<file path="src/rtl/alu_issue_ctrl.sv">
// Issue controller: decodes a MIPS instruction, drives an external ALU and returns the result over a valid/ready handshake.
// Optional define ALU_ISSUE_IMM_LOGIC_EN enables decoding of andi/ori with zero-extended immediates.
module alu_issue_ctrl (
    input  logic        clk,
    input  logic        rst_n,
    input  logic        in_valid,
    output logic        in_ready,
    input  logic [31:0] instr,
    input  logic [31:0] rs_data,
    input  logic [31:0] rt_data,
    output logic [31:0] alu_a,
    output logic [31:0] alu_b,
    output logic [3:0]  alu_ctrl,
    input  logic [31:0] alu_result,
    input  logic        alu_zero,
    output logic        out_valid,
    input  logic        out_ready,
    output logic [31:0] out_result,
    output logic        out_wr_en,
    output logic        out_branch_taken,
    output logic        out_illegal
);

    typedef enum logic [1:0] {
        S_IDLE,
        S_EXEC,
        S_HOLD
    } state_t;

    localparam logic [3:0] CTRL_AND = 4'b0000;
    localparam logic [3:0] CTRL_OR  = 4'b0001;
    localparam logic [3:0] CTRL_ADD = 4'b0010;
    localparam logic [3:0] CTRL_SUB = 4'b0110;
    localparam logic [3:0] CTRL_SLT = 4'b0111;
    localparam logic [3:0] CTRL_ILL = 4'b1111;

    state_t state, state_nxt;
    logic   accept;

    logic [3:0]  dec_ctrl;
    logic [31:0] dec_b;
    logic        dec_wr, dec_beq, dec_bne, dec_ill;

    logic        op_wr, op_beq, op_bne, op_ill;

    logic [5:0] opcode;
    logic [5:0] funct;
    logic       unused_instr_bits;

    assign opcode            = instr[31:26];
    assign funct             = instr[5:0];
    assign unused_instr_bits = ^instr[25:16];

    assign in_ready  = (state == S_IDLE) || (state == S_HOLD && out_ready);
    assign accept    = in_valid && in_ready;
    assign out_valid = (state == S_HOLD);

    // NOTE: every always_comb output gets a default first so no path leaves it unassigned (no latch).
    always_comb begin
        state_nxt = state;
        case (state)
            S_IDLE: if (in_valid) state_nxt = S_EXEC;
            S_EXEC: state_nxt = S_HOLD;
            S_HOLD: begin
                if (out_ready && in_valid)  state_nxt = S_EXEC;
                else if (out_ready)         state_nxt = S_IDLE;
            end
            default: state_nxt = S_IDLE;
        endcase
    end

    always_comb begin
        dec_ctrl = CTRL_ILL;
        dec_b    = rt_data;
        dec_wr   = 1'b0;
        dec_beq  = 1'b0;
        dec_bne  = 1'b0;
        dec_ill  = 1'b0;
        case (opcode)
            6'h00: begin
                dec_wr = 1'b1;
                case (funct)
                    6'h20:   dec_ctrl = CTRL_ADD;
                    6'h22:   dec_ctrl = CTRL_SUB;
                    6'h24:   dec_ctrl = CTRL_AND;
                    6'h25:   dec_ctrl = CTRL_OR;
                    6'h2A:   dec_ctrl = CTRL_SLT;
                    default: begin
                        dec_wr  = 1'b0;
                        dec_ill = 1'b1;
                    end
                endcase
            end
            6'h08, 6'h23, 6'h2B: begin
                dec_ctrl = CTRL_ADD;
                dec_b    = {{16{instr[15]}}, instr[15:0]};
                dec_wr   = (opcode == 6'h08);
            end
            6'h04: begin
                dec_ctrl = CTRL_SUB;
                dec_beq  = 1'b1;
            end
            6'h05: begin
                dec_ctrl = CTRL_SUB;
                dec_bne  = 1'b1;
            end
`ifdef ALU_ISSUE_IMM_LOGIC_EN
            6'h0C, 6'h0D: begin
                dec_ctrl = (opcode == 6'h0C) ? CTRL_AND : CTRL_OR;
                dec_b    = {16'h0000, instr[15:0]};
                dec_wr   = 1'b1;
            end
`endif
            default: dec_ill = 1'b1;
        endcase
    end

    // NOTE: sequential state uses non-blocking assignments so all registers update together at the edge.
    always_ff @(posedge clk or negedge rst_n) begin
        if (!rst_n) begin
            state <= S_IDLE;
        end else begin
            state <= state_nxt;
        end
    end

    // Operands and decoded qualifiers are held until the next accept.
    always_ff @(posedge clk or negedge rst_n) begin
        if (!rst_n) begin
            alu_a    <= '0;
            alu_b    <= '0;
            alu_ctrl <= CTRL_ILL;
            op_wr    <= 1'b0;
            op_beq   <= 1'b0;
            op_bne   <= 1'b0;
            op_ill   <= 1'b0;
        end else if (accept) begin
            alu_a    <= rs_data;
            alu_b    <= dec_b;
            alu_ctrl <= dec_ctrl;
            op_wr    <= dec_wr;
            op_beq   <= dec_beq;
            op_bne   <= dec_bne;
            op_ill   <= dec_ill;
        end
    end

    // Result is captured only on the EXEC->HOLD edge, so it stays stable through backpressure.
    always_ff @(posedge clk or negedge rst_n) begin
        if (!rst_n) begin
            out_result       <= '0;
            out_wr_en        <= 1'b0;
            out_branch_taken <= 1'b0;
            out_illegal      <= 1'b0;
        end else if (state == S_EXEC) begin
            out_result       <= op_ill ? 32'h0 : alu_result;
            out_wr_en        <= op_wr;
            out_branch_taken <= (op_beq && alu_zero) || (op_bne && !alu_zero);
            out_illegal      <= op_ill;
        end
    end

endmodule
</file>
<file path="config.mk">
export PLATFORM = sky130hd
export DESIGN_NAME = alu_issue_ctrl
export DESIGN_NICKNAME = d
export VERILOG_FILES = /design/src/rtl/alu_issue_ctrl.sv
export SDC_FILE = /design/constraint.sdc
export NUM_CORES = 1
export LEC_CHECK = 0
export CORE_MARGIN = 2
export CORE_UTILIZATION = 43
export CTS_CLUSTER_SIZE = 16
export DETAILED_ROUTE_END_ITERATION = 16
export PLACE_DENSITY = 0.85
export SLEW_MARGIN = 20
export SYNTH_ARGS = -nofsm -noshare
export SYNTH_HDL_FRONTEND = slang
export SYNTH_SLANG_ARGS = --single-unit
</file>
<file path="constraint.sdc">
create_clock -name clk -period 4.4 [get_ports clk]
set_clock_uncertainty 0.15 [all_clocks]
set_input_delay 0.66 -clock clk [delete_from_list [all_inputs] [get_ports clk]]
set_output_delay 0.66 -clock clk [all_outputs]
set_load 0.05 [all_outputs]
</file>
# Word level (Yosys, flattened, before mapping)
# Index checks and enable logic that the tools add are counted.
[classes] eq_ne=14 n_mux=14 reduce_logical=15
[ops] op="$mux W32" n=2
[ops] op="$eq A6 B6 Y1 const B" n=7
[ops] op="$pmux W4 S5" n=1
[ops] op="$eq A6 B3 Y1 const B" n=2
[ops] op="$pmux W4 S3" n=1
[ops] op="$reduce_or A5 Y1" n=2
[ops] op="$eq A6 B4 Y1 const B" n=1
[ops] op="$logic_not A6 Y1" n=1
[ops] op="$mux W2" n=3
[ops] op="$pmux W2 S3" n=1
[ops] op="$logic_and A1 B1 Y1" n=5
[ops] op="$mux W1" n=4
[ops] op="$pmux W1 S2" n=2
[ops] op="$ne A3 B1 Y1 const B" n=1
[ops] op="$reduce_or A3 Y1" n=1
[ops] op="$eq A2 B1 Y1 const B" n=1
[ops] op="$eq A2 B2 Y1 const B" n=1
[ops] op="$logic_not A2 Y1" n=1
[ops] op="$logic_or A1 B1 Y1" n=2
[ops] op="$ne A2 B2 Y1 const B" n=1
[ops] op="$reduce_and A2 Y1" n=1
[ops] op="$reduce_or A2 Y1" n=1
[ops] op="$logic_not A1 Y1" n=1
[totals] reg_bits=109 out_inout_bits=105 wordCells=55

# Depth between registers and ports, before layout
# Gate-level depths: netlist of run 1.
[logic_depth] depth_word=4 ltp_mapped=7 depth_no_buf=5

# Worst setup path before layout of run 1
# OpenSTA, ideal clock, no wires.
[synth_timing] kind="in2out" start="in out_ready" end="out in_ready" arrival_ps=1451 path_slack_ps=2139 path_stages=2 n_path_buf=0 cell_sequence="inv_1 a21oi_1"
[synth_between] elab_chain_cells=2
[synth_lines] item="start, declared" line_no="17" rtl="input logic out_ready,"
[synth_lines] item="$logic_and A1 B1 Y1" line_no="54" rtl="assign in_ready = (state == S_IDLE) || (state == S_HOLD && out_ready);"
[synth_lines] item="$logic_or A1 B1 Y1" line_no="54"
[synth_lines] item="end, declared" line_no="7" rtl="output logic in_ready,"
# No other way between the ends.

# Final worst setup path of run 1
# Same ends and word-level chain as after synthesis.

==> parameters.txt, run 1 <==
Parameter                              Value

Outcome
  Status    completed

Drt
  Drt first-iter violations    170
  Antenna viol nets, final    0
  Met1 wire length    5140 µm
  Detail Route met3 WL    1200 µm
  Mean routed wirelength per cell    15.0 µm
  DRT Wirelength    12800 µm
  Length of the first detailed-routing pass in iterations    4
  DRC errors left    0
  Vias    4240
  Routed wire length on met2    6180 µm
  Top metal layer carrying routed signals    met4
  Mean number of vias per cell    4.99

Timing
  Final hold violations    0
  Pins over their slew limit    0
  Post-route setup TNS    0 ns
  Least setup slack across all paths after layout    1.35 ns
  Peak Freq    327 MHz
  Setup violators final    0
  Slew at the pin with the worst max-slew slack    1.01 ns
  Setup repair after global routing missed its margin    false
  Minimum clock period after layout    3.05 ns
  Worst hold slack after final layout    0.253 ns
  Period utilization    69.4%
  Worst max-slew margin expressed relative to the limit    32.5%

Yosys
  Cell area after technology mapping    0.00453 mm²
  Post-synth top flop    dfrtp_1
  Commonest cells post-synth    nand2_1 (168), dfrtp_1 (105), a21oi_1 (48)
  Proportion of synthesized chip area in sequential cells    60.4%
  Fraction of synthesis flops using an asynchronous set or reset pin    100%
  Most frequently used cell type in the post-synthesis netlist    nand2_1
  Gate Count Post-Synth    493
  Top cell type by total area after synthesis    dfrtp_1
  Main area contributors after synthesis    dfrtp_1 (58%), nand2_1 (14%), a21oi_1 (5.3%)
  Area fraction of the dominant cell type after synthesis    58.1%
  Count of state elements after synthesis    109
  Count of flip-flops with a built-in enable after synthesis    0
  Number of warnings printed during yosys synthesis    0
  Number of distinct library cell variants in the gate-level netlist after synthesis    37
  Nets in the synthesized netlist    626
  Average size of a mapped cell    9.18 µm²

Placement
  Count of input and output buffers    227
  Routability-driven placement congestion ratio    0.795
  DPL Wire Length    9330 µm
  Pre-CTS WS    1.35 ns
  Cell area after placement    0.00690 mm²

Critical path
  Launching point of the worst reg2reg path    state[1]
  Cell type group with the largest total delay on the critical path    buffers and inverters
  Worst Path Required    3.59 ns
  Setup Crit Path Kind    input pin to output port
  Largest stage delay on the critical path    0.82 ns
  Arrival @ worst endpoint    2.24 ns
  End of the worst register-to-register path    out_illegal
  Cells on worst reg2reg path    3
  Cell-by-cell trace of the critical path    clkdlybuf4s50_1, inv_1, a21oi_1, clkdlybuf4s50_1
  Cell type of the slowest stage on the worst timing path    clkdlybuf4s50_1
  Startpoint kind of the worst setup timing path    input pin
  Critical path peak fanout    2
  Buf+Inv Stages, Crit Path    3
  Critical Path End Type    output port
  Setup slack, reg-to-reg    2.50 ns
  CP dominant cell by count    clkdlybuf4s50_1

Power and ir drop
  Leakage    3.17 nW
  Power, Total    4.08 mW
  Ratio of total power to cell area    575 mW/mm²
  Worst vdd ir    0.000418 V

Clock tree
  Clock Latency Late Sink    0.36 ns
  Inserted Clock Buffers    9
  Number of gates given a new drive strength after cts    0
  H-tree depth reported by CTS    3
  Cell chosen for the clock root    clkbuf_8
  CTS sink count    109
  Clock-pin slew on the worst setup and hold paths    0.10 ns
  Max Root-Sink Buffers    2
  Total of hold buffers inserted after clock tree synthesis    0
  Clock tree from TritonCTS    done
  Number of post-CTS setup repair buffers    0

Global routing
  Vias in the first global route    4197
  Largest net degree at the start of global routing    70
  Overall overflow remaining after global route    0
  Antenna violations before repair    0
  Overall global routing resource usage    22.3%
  Wire length of the first global-routing pass    20000 µm

Floorplanning
  Initial Util    44.0%
  Die area    0.0114 mm²
  Num rows    37
  Horizontal die dimension    107 µm
  I/O Pins    238
  Placeable Area    0.0103 mm²
  DIE HEIGHT    107 µm

Cells and area
  Fraction of final layout cells sized beyond drive strength 1    5.19%
  Number of nets in the finished design    841
  Final cell area excluding filler cells    0.00709 mm²
  Antenna diode instance count    0
  Growth of design area from synthesis to finish    56.6%

Flow run
  Max-cap violation count    0

Min path
  Path class of the lowest-slack min-delay path    input pin to asynchronous set/reset pin
[metal layers]
metal  track usage, %  vias up
met4             8.35        0
li1                 -     2020
met5                0        -
met1             27.1     2013
met3             6.63       19
met2             37.6      188
[sequential cells by signal, indices dropped and copies added, names as in the netlist, 2 cells and up]
register and cells:
state 2, alu_b 32, alu_a 32, out_result 32, alu_ctrl 4
[report_power, final]
group | total, mW | internal, mW | switching (mW)
combinational | 2.05 | 0.689 | 1.36
clock | 0.596 | 0.263 | 0.333
sequential | 1.44 | 1.27 | 0.163
total | 4.08 | 2.22 | 1.85
[per-stage QoR]
stage	std cells	utilization, %
6_report	849	69.0
5_1_grt	849	69.0
4_1_cts	849	69.0
3_5_place_dp	833	67.1
3_3_place_gp	833	67.1
2_1_floorplan	493	-
[logic make-up (layout without fill, tap and decap cells)]
family                 count (synthesis)  in the layout  share of synthesized area (%)
AND/OR/NAND/NOR                      248            248                           23.4
flip-flops                           109            109                           60.4
AO/OA/AOI/OAI                         99             99                           12.1
buffers and inverters                 33            253                           3.18
multiplexers                           4              4                          0.940
[cell type report]
class | count | area (µm²)
clock buffers | 10 | 128
clock inverters | 6 | 63.8
fillers | 798 | 3190
inverters | 4 | 15.0
multi-input cells | 351 | 1660
flip-flops and latches | 109 | 2730
well taps | 136 | 170
repair buffers | 233 | 2310
[placed cells by master, fill, tap and decap left out, types with 2 or more instances in the layout]
| master | synthesis | routed |
|---|---|---|
| nand2b_1 | 33 | 33 |
| nor2_1 | 37 | 37 |
| a31oi_1 | 2 | 2 |
| mux2i_1 | 2 | 2 |
| clkinv_2 | 0 | 2 |
| inv_1 | 4 | 3 |
| clkdlybuf4s50_1 | 0 | 226 |
| a21oi_1 | 48 | 48 |
| buf_4 | 3 | 7 |
| dfrtp_1 | 105 | 105 |
| mux2_2 | 2 | 2 |
| clkinvlp_4 | 0 | 2 |
| o21ai_1 | 3 | 2 |
| clkbuf_8 | 0 | 9 |
| dfstp_2 | 4 | 4 |
| o21ai_0 | 35 | 35 |
| nand2_1 | 168 | 167 |
[worst max-delay path by stage]
stage	start	end	slack [ns]	cells after the start
floorplan	out_ready	in_ready	2.14	2
global placement	out_ready	in_ready	1.34	4
CTS	out_ready	in_ready	1.35	4
global route	out_ready	in_ready	1.28	4
finish	out_ready	in_ready	1.35	4
detailed placement	out_ready	in_ready	1.35	4
Note: power is estimated with default switching activity, not from simulation.
==> inputs of run 2 (changes only) <==
- CORE_UTILIZATION: 43 -> 40
- PLACE_DENSITY: 0.85 -> 0.79
- clock period: 4.4 -> 3.15 ns (I/O delays scaled with it)
==> run 2 against run 1 <==
Sequential share of layout area down 0.81 points. Power increased by 49%. Global-route usage decreased by 1.5 points. Hold slack worse by 0.20 ns. First-iteration DRC count is 54% higher. Sequential power up 40%. Die area up 7.2%. Cell area rose by 2.2%. Critical path type unchanged. Critical endpoint unchanged.
==> parameters.txt, run 2 (synthesis results as in run 1) <==
Parameter                              Value

Drt
  Vias    4179
  Mean routed wirelength per cell    15.0 µm
  DRT Wirelength    12800 µm
  Length of the first detailed-routing pass in iterations    4
  Antenna viol nets, final    0
  Mean number of vias per cell    4.90
  Drt first-iter violations    261
  DRC errors left    0

Global routing
  Largest net degree at the start of global routing    70
  Antenna violations before repair    0
  Overall global routing resource usage    20.8%
  Vias in the first global route    4201
  Wire length of the first global-routing pass    19800 µm
  Overall overflow remaining after global route    0

Clock tree
  Cell chosen for the clock root    clkbuf_16
  Inserted Clock Buffers    9
  Clock tree from TritonCTS    done
  Total of hold buffers inserted after clock tree synthesis    0
  Max Root-Sink Buffers    2
  Clock-pin slew on the worst setup and hold paths    0.07 ns
  Clock Latency Late Sink    0.34 ns
  Number of gates given a new drive strength after cts    0
  CTS sink count    109
  H-tree depth reported by CTS    3
  Number of post-CTS setup repair buffers    0

Cells and area
  Leading cell type in the layout, fill and taps excluded    clkdlybuf4s50_1
  Antenna diode instance count    0
  Commonest cells after routing, fill and taps aside    clkdlybuf4s50_1 (226), nand2_1 (167), dfrtp_1 (105), a21oi_1 (48), nor2_1 (37)
  Filler Cells Inserted    884
  Final core utilization    66.2%
  Fraction of final layout cells sized beyond drive strength 1    4.91%
  Largest registers ranked by flip-flop count    alu_a x32, alu_b x32, out_result x32
  Number of nets in the finished design    841
  Post-layout instance count excluding filler cells    853
  Growth of design area from synthesis to finish    60.0%

Timing
  Period utilization    85.8%
  Minimum clock period after layout    2.70 ns
  Setup repair after global routing missed its margin    false
  Final hold violations    0
  Least setup slack across all paths after layout    0.449 ns
  Pins over their slew limit    0
  Post-route setup TNS    0 ns
  Peak Freq    370 MHz
  Setup violators final    0
  Worst max-slew margin expressed relative to the limit    41.0%
  Slew at the pin with the worst max-slew slack    0.885 ns

Placement
  DPL Wire Length    9340 µm
  Pre-CTS WS    0.443 ns
  Routability-driven placement congestion ratio    0.739
  Number of placed cells counting well taps    837
  Count of input and output buffers    227

Min path
  Path class of the lowest-slack min-delay path    input pin to asynchronous set/reset pin

Critical path
  Critical Path End Type    output port
  Arrival @ worst endpoint    2.08 ns
  Worst Path Required    2.53 ns
  Cell-by-cell trace of the critical path    clkdlybuf4s50_1, inv_1, a21oi_1, clkdlybuf4s50_1
  Critical path peak fanout    2
  Setup Crit Path Kind    input pin to output port
  Buf+Inv Stages, Crit Path    3
  Startpoint kind of the worst setup timing path    input pin
  Cell type of the slowest stage on the worst timing path    clkdlybuf4s50_1
  Largest stage delay on the critical path    0.82 ns
  CP dominant cell by count    clkdlybuf4s50_1
  Cell type group with the largest total delay on the critical path    buffers and inverters

Power and ir drop
  Power, Total    6.06 mW
  Ratio of total power to cell area    837 mW/mm²
  Leakage    3.23 nW
  Worst vdd ir    0.000465 V

Outcome
  Status    completed

Floorplanning
  Horizontal die dimension    110 µm
  Initial Util    41.4%
  I/O Pins    238
  DIE HEIGHT    110 µm
  Placeable Area    0.0109 mm²
  Num rows    38
  Die area    0.0122 mm²

Flow run
  Max-cap violation count    0
[run 2: final timing paths]
check / endpoint / depth (start not counted) / from / slack, ns
worst max-delay path: in_ready / 4 / out_ready / 0.45
worst min-delay path: out_result[20] / 1 / rst_n / 0.06
worst max register to register: alu_b[20] / 5 / state[1] / 1.38
worst min register to register: alu_a[7] / 2 / alu_a[7] / 0.32
max in group asynchronous: alu_ctrl[3] / 2 / rst_n / 1.98
min in group clk: alu_a[7] / 2 / alu_a[7] / 0.32
[run 2: where the power goes]
group	switching, mW	internal (mW)	total [mW]
Combinational	1.90	0.968	2.87
Sequential	0.227	1.78	2.01
Clock	0.490	0.697	1.19
[run 2: metrics by stage]
stage / area (µm²) / hold WS, ns
2_1_floorplan: 4530 / 0.0269
3_3_place_gp: 6930 / 0.307
3_5_place_dp: 6930 / 0.312
4_1_cts: 7240 / 0.0838
5_1_grt: 7240 / 0.118
6_report: 7240 / 0.0571
[run 2: final cells by class]
| class | instances | area [µm²] | share of cell area [%] |
|---|---|---|---|
| Sequential cell | 109 | 2730 | 37.7 |
| Timing Repair Buffer | 233 | 2340 | 32.3 |
| Clock inverter | 4 | 72.6 | 1.00 |
| Inverter | 4 | 15.0 | 0.207 |
| Tap cell | 140 | 175 | 2.42 |
| Multi-Input combinational cell | 351 | 1670 | 23.1 |
| Clock buffer | 12 | 236 | 3.27 |
[run 2: metal layers]
layer / global-route usage [%] / wire [µm] / part of all wire (%) / vias to the layer above
met5: 0 / 0 / 0 / -
met2: 35.1 / 6060 / 47 / 185
li1: - / - / - / 2023
met4: 6.70 / 155 / 1.2 / 0
met3: 7.82 / 1520 / 12 / 10
met1: 24.5 / 5050 / 40 / 1961
==> inputs of run 3 (changes only) <==
- CELL_PAD_IN_SITES_DETAIL_PLACEMENT: default -> 0
- CELL_PAD_IN_SITES_GLOBAL_PLACEMENT: default -> 1
- CORE_UTILIZATION: 40 -> 28
- PLACE_DENSITY: 0.79 -> 0.78
==> run 3 against run 2 <==
Die area rose by 41%. Worst setup slack improved by 0.031 ns. Power fell by 1.1%. Final cell count rose by 9.0%. Register-to-register slack got worse by 0.07 ns. Sequential cell count did not move. Count of clock-buffer cells in the layout did not move. Clock power fell by 5%. Utilization fell by 20 points. Critical path depth did not move. Maximum frequency rose by 1.2%. Sequential power barely moved. Critical path type unchanged.
==> parameters.txt, run 3 (synthesis results as in run 1) <==
Parameter                              Value

Timing
  Setup violators final    0
  Peak Freq    374 MHz
  Final hold violations    0
  Setup repair after global routing missed its margin    false
  Worst max-slew margin expressed relative to the limit    43.8%
  Pins over their slew limit    0
  Slew at the pin with the worst max-slew slack    0.843 ns
  Minimum clock period after layout    2.67 ns
  Period utilization    84.8%
  Post-route setup TNS    0 ns

Power and ir drop
  Worst vdd ir    0.000369 V
  Switching power share of the total    43.8%
  Ratio of total power to cell area    819 mW/mm²
  Part of the power in the clock network    18.8%
  Internal power    3.37 mW
  Comb pwr share    47.8%
  Leakage    3.23 nW
  Net switching power of the design    2.63 mW
  Sequential cell fraction of total power    33.4%

Clock tree
  Cell chosen for the clock root    clkbuf_16
  Clock tree from TritonCTS    done
  Max Root-Sink Buffers    2
  Clock-pin slew on the worst setup and hold paths    0.07 ns
  CTS sink count    109
  Clock Latency Late Sink    0.35 ns
  Inserted Clock Buffers    9
  H-tree depth reported by CTS    3
  Number of gates given a new drive strength after cts    0
  Number of post-CTS setup repair buffers    0
  Total of hold buffers inserted after clock tree synthesis    0

Critical path
  Largest stage delay on the critical path    0.82 ns
  Arrival @ worst endpoint    2.05 ns
  Cell type of the slowest stage on the worst timing path    clkdlybuf4s50_1
  Critical Path End Type    output port
  Setup Crit Path Kind    input pin to output port
  Worst Path Required    2.53 ns
  Cell-by-cell trace of the critical path    clkdlybuf4s50_1, inv_1, a21oi_1, clkdlybuf4s50_1
  Startpoint kind of the worst setup timing path    input pin
  Cells on worst reg2reg path    6
  Buf+Inv Stages, Crit Path    3
  Depth of the critical timing path with buffers and inverters included    4
  CP dominant cell by count    clkdlybuf4s50_1
  Critical path peak fanout    2
  Cell type group with the largest total delay on the critical path    buffers and inverters

Placement
  DPL Wire Length    9860 µm
  Routability-driven placement congestion ratio    0.746
  Count of input and output buffers    227

Cells and area
  Commonest cells after routing, fill and taps aside    clkdlybuf4s50_1 (226), nand2_1 (167), dfrtp_1 (105), a21oi_1 (48), nor2_1 (37)
  Largest registers ranked by flip-flop count    alu_a x32, alu_b x32, out_result x32
  Growth of design area from synthesis to finish    61.8%
  Number of nets in the finished design    842
  Fraction of final layout cells sized beyond drive strength 1    5.04%
  Antenna diode instance count    0
  Final core utilization    46.3%
  Leading cell type in the layout, fill and taps excluded    clkdlybuf4s50_1

Floorplanning
  Die area    0.0172 mm²
  Num rows    46
  I/O Pins    238
  Initial Util    28.6%
  Placeable Area    0.0158 mm²
  DIE HEIGHT    131 µm
  Horizontal die dimension    131 µm

Global routing
  Overall overflow remaining after global route    0
  Largest net degree at the start of global routing    70
  Vias in the first global route    4285
  Overall global routing resource usage    15.9%
  Antenna violations before repair    0
  Wire length of the first global-routing pass    22100 µm

Drt
  Drt first-iter violations    174
  Mean routed wirelength per cell    14.6 µm
  Vias    4192
  DRC errors left    0
  Length of the first detailed-routing pass in iterations    4
  Antenna viol nets, final    0
  Mean number of vias per cell    4.51
  DRT Wirelength    13500 µm

Flow run
  Max-cap violation count    0

Min path
  Path class of the lowest-slack min-delay path    input pin to asynchronous set/reset pin

Outcome
  Status    completed
==> run 3: final cells by class <==
type | count | area, µm²
Fill cell | 1518 | 8510
Sequential cell | 109 | 2730
Timing Repair Buffer | 234 | 2350
Multi-Input combinational cell | 351 | 1670
Tap cell | 216 | 270
Clock buffer | 12 | 236
Clock inverter | 4 | 51.3
Inverter | 4 | 15.0
==> run 3: worst paths after layout <==
check | from | slack (ns) | endpoint
max in group asynchronous | rst_n | 2.07 | alu_ctrl[1]
min in group clk | alu_a[5] | 0.32 | alu_a[5]
min reg2reg | alu_a[5] | 0.32 | alu_a[5]
max reg2reg | state[1] | 1.31 | alu_b[0]
max | out_ready | 0.48 | in_ready
min | rst_n | 0.02 | out_result[6]
==> run 3: through the flow <==
step	setup WS, ns	instance area [µm²]	power (mW)	std cells	hold WS [ns]
2_1_floorplan	1.26	4530	3.79	493	0.0269
3_3_place_gp	0.476	7030	4.88	914	0.309
4_1_cts	0.478	7320	6.07	930	0.0464
3_5_place_dp	0.492	7030	4.92	914	0.313
6_report	0.480	7320	5.99	930	0.0180
5_1_grt	0.432	7320	6.29	930	0.0709
==> run 3: routing by layer <==
metal  track usage, %  vias to the layer above  share of wire (%)
met5                0                        -                  0
met4             5.56                        0                1.6
met3             4.59                       17                8.1
met2             25.3                      169                 46
met1             20.7                     1975                 44
li1                 -                     2031                  -
==> run 3: power by group through the flow <==
stage | combinational, mW | clock (mW) | sequential (mW)
3_5_place_dp | 2.89 | 0 | 2.03
5_1_grt | 3.02 | 1.21 | 2.06
6_report | 2.86 | 1.13 | 2.00
4_1_cts | 2.89 | 1.16 | 2.01
2_1_floorplan | 0.501 | 0 | 3.29
3_3_place_gp | 2.86 | 0 | 2.02
==> RTL edit 1 (config.mk and constraints of run 2) <==
Add a define of `ALU_ISSUE_IMM_LOGIC_EN`.
--- a/src/rtl/alu_issue_ctrl.sv
+++ b/src/rtl/alu_issue_ctrl.sv
@@ -1,5 +1,7 @@
 // Issue controller: decodes a MIPS instruction, drives an external ALU and returns the result over a valid/ready handshake.
 // Optional define ALU_ISSUE_IMM_LOGIC_EN enables decoding of andi/ori with zero-extended immediates.
+`define ALU_ISSUE_IMM_LOGIC_EN
+
 module alu_issue_ctrl (
     input  logic        clk,
     input  logic        rst_n,
Check against the original RTL: not equivalent (Yosys sat finds a counterexample within 4 cycles, from zero or initial values and one cycle with rst_n low).
==> RTL edit 1 against run 2 <==
  * Via count is 0.79% higher
  * Power is 12% lower
  * Die area grew 2.2%
  * Sequential cell count did not move
  * Routed wire length is 2.9% higher
  * Sequential share of layout area decreased by 0.49 points
  * Utilization fell by 1.7 points
  * First-iteration DRC count increased by 18%
  * Synthesized area is 2.3% higher
  * Setup slack improved by 0.042 ns
  * Hold slack got worse by 0.0097 ns
  * Non-clock buffer count did not move
  * Design area is 1.3% higher
  * Critical path type unchanged
  * Critical endpoint unchanged
  * Largest cell class unchanged
  * Largest power group unchanged
  * Highest routed layer unchanged
==> RTL edit 1: results (changes against run 2) <==
Outcome: completed
R2R Path Start: state[1]
Initial DRC count: 308 (+18%)
Wl on met1: 5480 um (+8.6%)
Crit path DAT: 2.04 ns (-0.04 ns)
Max Root-Sink Buffers: 2 (unchanged)
Warnings from Yosys: 0 (unchanged)
Worst Tran Pin Value: 1.04 ns (+0.160 ns)
Vias in the first global route: 4314 (+2.7%)
Clock latency on the worst-skew pair: 0.34 ns (about the same)
Total GRT Usage: 21.6% (+0.76 points)
Uppermost layer routed: met4
R2R depth: 6 (+1)
Post-DP HPWL: 9630 um (+3.2%)
Switching power: 0.00218 W (-17%)
Hold Crit Class: in2async
Vias/cell: 4.94 (+0.79%)
Synth area leaders: dfrtp_1 57%, nand2_1 12%, nand2b_1 4.6%, mux2i_1 3.9%, o21ai_0 3.8%
Metal2 WL: 6430 um (+6.2%)
Met3 WL: 1130 um (-26%)
Initial DRT Pass Iterations: 4 (unchanged)
Top-count cell post-synth: nand2_1
H-Tree Depth: 3 (unchanged)
Antenna violations before repair: 0 (unchanged)
Layout Nets: 838 (-0.36%)
Worst r2r dst: op_ill
Wire length of the first global-routing pass: 21600 um (+9.0%)
Slowest stage cell, crit path: clkdlybuf4s50_1
Root buffer cell: clkbuf_16
R2r setup slk: 1.23 ns (-0.15 ns)
Fraction of layout cells with a size suffix above 1: 6.62% (+1.7 points)
Register area share after synthesis: 59.0% (-1.4 points)
Post-synth top cells: 148 x nand2_1, 105 x dfrtp_1, 43 x nor2_1, 35 x o21ai_0, 34 x nand2b_1
Peak VDD IR: 0.423 mV (-9.0%)
Largest net degree at the start of global routing: 110 (+57%)
Routability cong.: 0.828 (+12%)
Pleak: 3.25 nW (+0.66%)
CP Max Fanout: 2 (unchanged)
Crit-path max cell delay: 0.82 ns (about the same)
CP endpoint: in_ready
Largest regs: alu_a (32), alu_b (32), out_result (32)
Family with the most delay on the worst path: buffers and inverters
CTS buffer count: 9 (unchanged)
Netlist cell types: 35 (-5.4%)
Worst hold margin: 0.0474 ns (-0.00966 ns)
Port buffer count: 227 (unchanged)
Inserted Diodes: 0 (unchanged)
Crit. Startpoint: out_ready
Net count of the mapped netlist: 621 (-0.80%)
DRT Wirelength: 13100 um (+2.9%)
[RTL edit 1: changes by cell type in the layout (fill, tap and decap cells not counted), sizes merged, moves of 2 or more]
cell / change
nand3: +2
a21oi: -12
nand2: -20
o21ai: -3
a211oi: +2
mux2i: +16
a311oi: +2
or3: +2
nor2b: +2
inv: +2
nor3: +3
nor2: +6
[RTL edit 1: metrics by stage]
step / total power (W) / setup slack (ns) / instance area (um2) / instances
final: 0.00532 / 0.490 / 7340 / 853
after global routing: 0.00556 / 0.425 / 7340 / 853
after CTS: 0.00537 / 0.489 / 7340 / 853
after detailed placement: 0.00420 / 0.480 / 7030 / 837
after global placement: 0.00415 / 0.482 / 7030 / 837
after floorplan: 0.00328 / 1.24 / 4630 / 488
[RTL edit 1: area by class of cell]
type / instances / area, um2
Fill cell: 925 / 4030
Tap cell: 143 / 179
Clock buffer: 13 / 260
Timing Repair Buffer: 233 / 2330
Multi-Input combinational cell: 346 / 1770
Clock inverter: 3 / 43.8
Inverter: 6 / 22.5
Sequential cell: 109 / 2730
[RTL edit 1: worst register-to-register path, cell delays in order (launching register included)]
cell and delay [ns]:
dfrtp_1 0.39, inv_1 0.14, o211ai_4 0.13, inv_2 0.43, buf_4 0.43, nor2_1 0.08
nor2_1 0.11
[RTL edit 1: worst min path at each step]
stage / depth (start not counted) / endpoint / from
after floorplan: 0 / alu_a[0] / rst_n
after global placement: 2 / alu_a[17] / alu_a[17]
after detailed placement: 2 / alu_a[22] / alu_a[22]
after CTS: 2 / out_result[15] / rst_n
after global routing: 2 / out_result[15] / rst_n
final: 2 / out_result[15] / rst_n
[RTL edit 1: power groups by stage]
stage	Clock (W)	Sequential, W	Combinational [W]
detailed placement	0	0.00189	0.00231
CTS	0.00118	0.00186	0.00232
global route	0.00124	0.00190	0.00242
global placement	0	0.00187	0.00229
floorplan	0	0.00286	0.000427
finish	0.00115	0.00186	0.00230
[RTL edit 1: cells by family after synthesis]
kind of cell / synth area share (%)
flip-flops: 59.0
multiplexers: 4.38
buffers and inverters: 3.00
AND/OR/NAND/NOR: 22.3
AO/OA/AOI/OAI: 11.3
[RTL edit 1: layer usage]
metal / GRT usage, % / vias to the layer above
met5: 0 / -
met4: 4.94 / 0
met3: 6.91 / 6
met2: 37.1 / 192
met1: 26.7 / 1984
li1: - / 2030
==> RTL edit 2 (config.mk and constraints of run 2) <==
Made on the original files. Re-encode `state_t` (3 states) as one-hot, 3 bits wide.
--- a/src/rtl/alu_issue_ctrl.sv
+++ b/src/rtl/alu_issue_ctrl.sv
@@ -21,10 +21,10 @@
     output logic        out_illegal
 );
 
-    typedef enum logic [1:0] {
-        S_IDLE,
-        S_EXEC,
-        S_HOLD
+    typedef enum logic [2:0] {
+        S_IDLE = 3'b001,
+        S_EXEC = 3'b010,
+        S_HOLD = 3'b100
     } state_t;
 
     localparam logic [3:0] CTRL_AND = 4'b0000;
Behaviour: no difference found for any inputs over 10 cycles, from zero or initial values and one cycle with rst_n low; not proved beyond that.
==> RTL edit 2 against run 2 <==
  * The run now ends with hold timing left
  * Routed wire length grew 2.2%
  * Synthesized area grew 1.1%
  * Design area is essentially flat
  * Power grew 33%
  * Highest routed layer unchanged
  * Non-clock buffer count grew 3
  * Setup slack lost 0.035 ns
  * Sequential share of layout area grew 0.35 points
  * Sequential cell count grew 1
==> RTL edit 2: results (changes against run 2) <==
Routability cong.: 0.788 (+6.6%)
Fraction of layout cells with a size suffix above 1: 5.66% (+0.75 points)
Fin. Hold Viols: 3 (+3)
Pre-CTS setup slack: 0.403 ns (-0.0397 ns)
Pleak: 3.24 nW (+0.31%)
Post-DP HPWL: 9640 um (+3.2%)
Synth area leaders: dfrtp_1 57%, nand2_1 16%, a21oi_1 5.3%, o21ai_0 4.0%, nor2_1 3.2%
CP Max Fanout: 2 (unchanged)
Largest regs: alu_a (32), alu_b (32), out_result (32)
Slowest stage cell, crit path: clkdlybuf4s50_1
Total GRT Usage: 21.2% (+0.44 points)
Max Root-Sink Buffers: 2 (unchanged)
R2r setup slk: 1.10 ns (-0.28 ns)
Initial DRC count: 233 (-11%)
Worst hold margin: -0.00444 ns (-0.0615 ns)
Outcome: complete, but fails checks
Post-synth top cells: 201 x nand2_1, 105 x dfrtp_1, 48 x a21oi_1, 39 x nor2_1, 37 x o21ai_0
Inserted Diodes: 0 (unchanged)
Netlist cell types: 42 (+14%)
Antenna violations before repair: 0 (unchanged)
CTS buffer count: 9 (unchanged)
Share of synthesized flip-flops with an asynchronous set or reset: 100% (unchanged)
Postcts setup bufs: 0 (unchanged)
Hold Crit Class: in2async
R2R depth: 6 (+1)
Worst rel slew slack: 33.6% (-7.4 points)
Port buffer count: 227 (unchanged)
Crit. Startpoint: out_ready
R2R Path Start: state[0]
Post-synthesis average cell area: 9.09 um2 (-0.96%)
DRT Wirelength: 13100 um (+2.2%)
Placed Cells: 852 (+1.8%)
Resize count post-CTS: 0 (unchanged)
Worst r2r dst: alu_b[7]
Crit path DAT: 2.11 ns (+0.03 ns)
Clock latency on the worst-skew pair: 0.34 ns (about the same)
Warnings from Yosys: 0 (unchanged)
H-Tree Depth: 3 (unchanged)
Failing checks: hold timing
Post-route insts no fill: 868 (+1.8%)
Crit-path max cell delay: 0.80 ns (-0.02 ns)
Initial DRT Pass Iterations: 4 (unchanged)
Largest net degree at the start of global routing: 70 (unchanged)
CTS clock-pin slew for the worst setup and hold paths: 0.07 ns (about the same)
Root buffer cell: clkbuf_16
Peak VDD IR: 0.686 mV (+48%)
Vias post-DR: 4192 (+0.31%)
# fillers: 957 (+8.3%)
Register area share after synthesis: 60.3% (about the same)
Wire length of the first global-routing pass: 21100 um (+6.5%)
Top_reg_cell synth: dfrtp_1
Placement Cell Area: 0.00696 mm2 (+0.45%)
Net count of the mapped netlist: 636 (+1.6%)
## RTL edit 2: cell families (layout without fill, tap and decap cells)
group | Yosys count | after routing | share of synthesized area [%]
buffers and inverters | 32 | 254 | 3.58
DFF | 110 | 110 | 60.3
and+or+nand+nor | 262 | 262 | 23.9
muxes | 2 | 2 | 0.465
AOI/OAI and AO/OA | 97 | 97 | 11.7
## RTL edit 2: worst max-delay path by stage
stage | end
global route | in_ready
global placement | in_ready
finish | in_ready
detailed placement | in_ready
CTS | in_ready
floorplan | out_valid
## RTL edit 2: critical path, delay by kind of cell
kind	cells	cell delay, ns
simple gates	2	0.37
buf+inv	2	1.27
## RTL edit 2: metal layers
| metal | GRT usage, % | up-vias | share of wire, % |
|---|---|---|---|
| li1 | - | 2056 | - |
| met1 | 25.7 | 1951 | 42 |
| met2 | 36.0 | 170 | 48 |
| met3 | 7.22 | 15 | 8.6 |
| met4 | 6.58 | 0 | 1.4 |
| met5 | 0 | - | 0 |
## RTL edit 2: area by class of cell
class / count / area (um2) / area share, %
Clock buffer: 12 / 236 / 3.26
Clock inverter: 4 / 48.8 / 0.674
Inverter: 2 / 7.51 / 0.104
Multi-Input combinational cell: 361 / 1650 / 22.8
Sequential cell: 110 / 2760 / 38.1
Tap cell: 143 / 179 / 2.47
Timing Repair Buffer: 236 / 2360 / 32.6
## RTL edit 2: power by group
group          internal [W]  total (W)  leakage [nW]  switching [W]
Sequential          0.00202    0.00234          1.34       0.000323
Combinational       0.00148    0.00459          1.76        0.00311
Clock              0.000619    0.00112         0.141       0.000497
Total               0.00412    0.00805          3.24        0.00393
## RTL edit 2: per-stage QoR
step / hold slack, ns / util, %
2_1_floorplan: 0.0269 / -
3_3_place_gp: 0.300 / 61.7
3_5_place_dp: 0.312 / 61.7
4_1_cts: 0.0174 / 64.3
5_1_grt: 0.0347 / 64.3
6_report: -0.00444 / 64.3
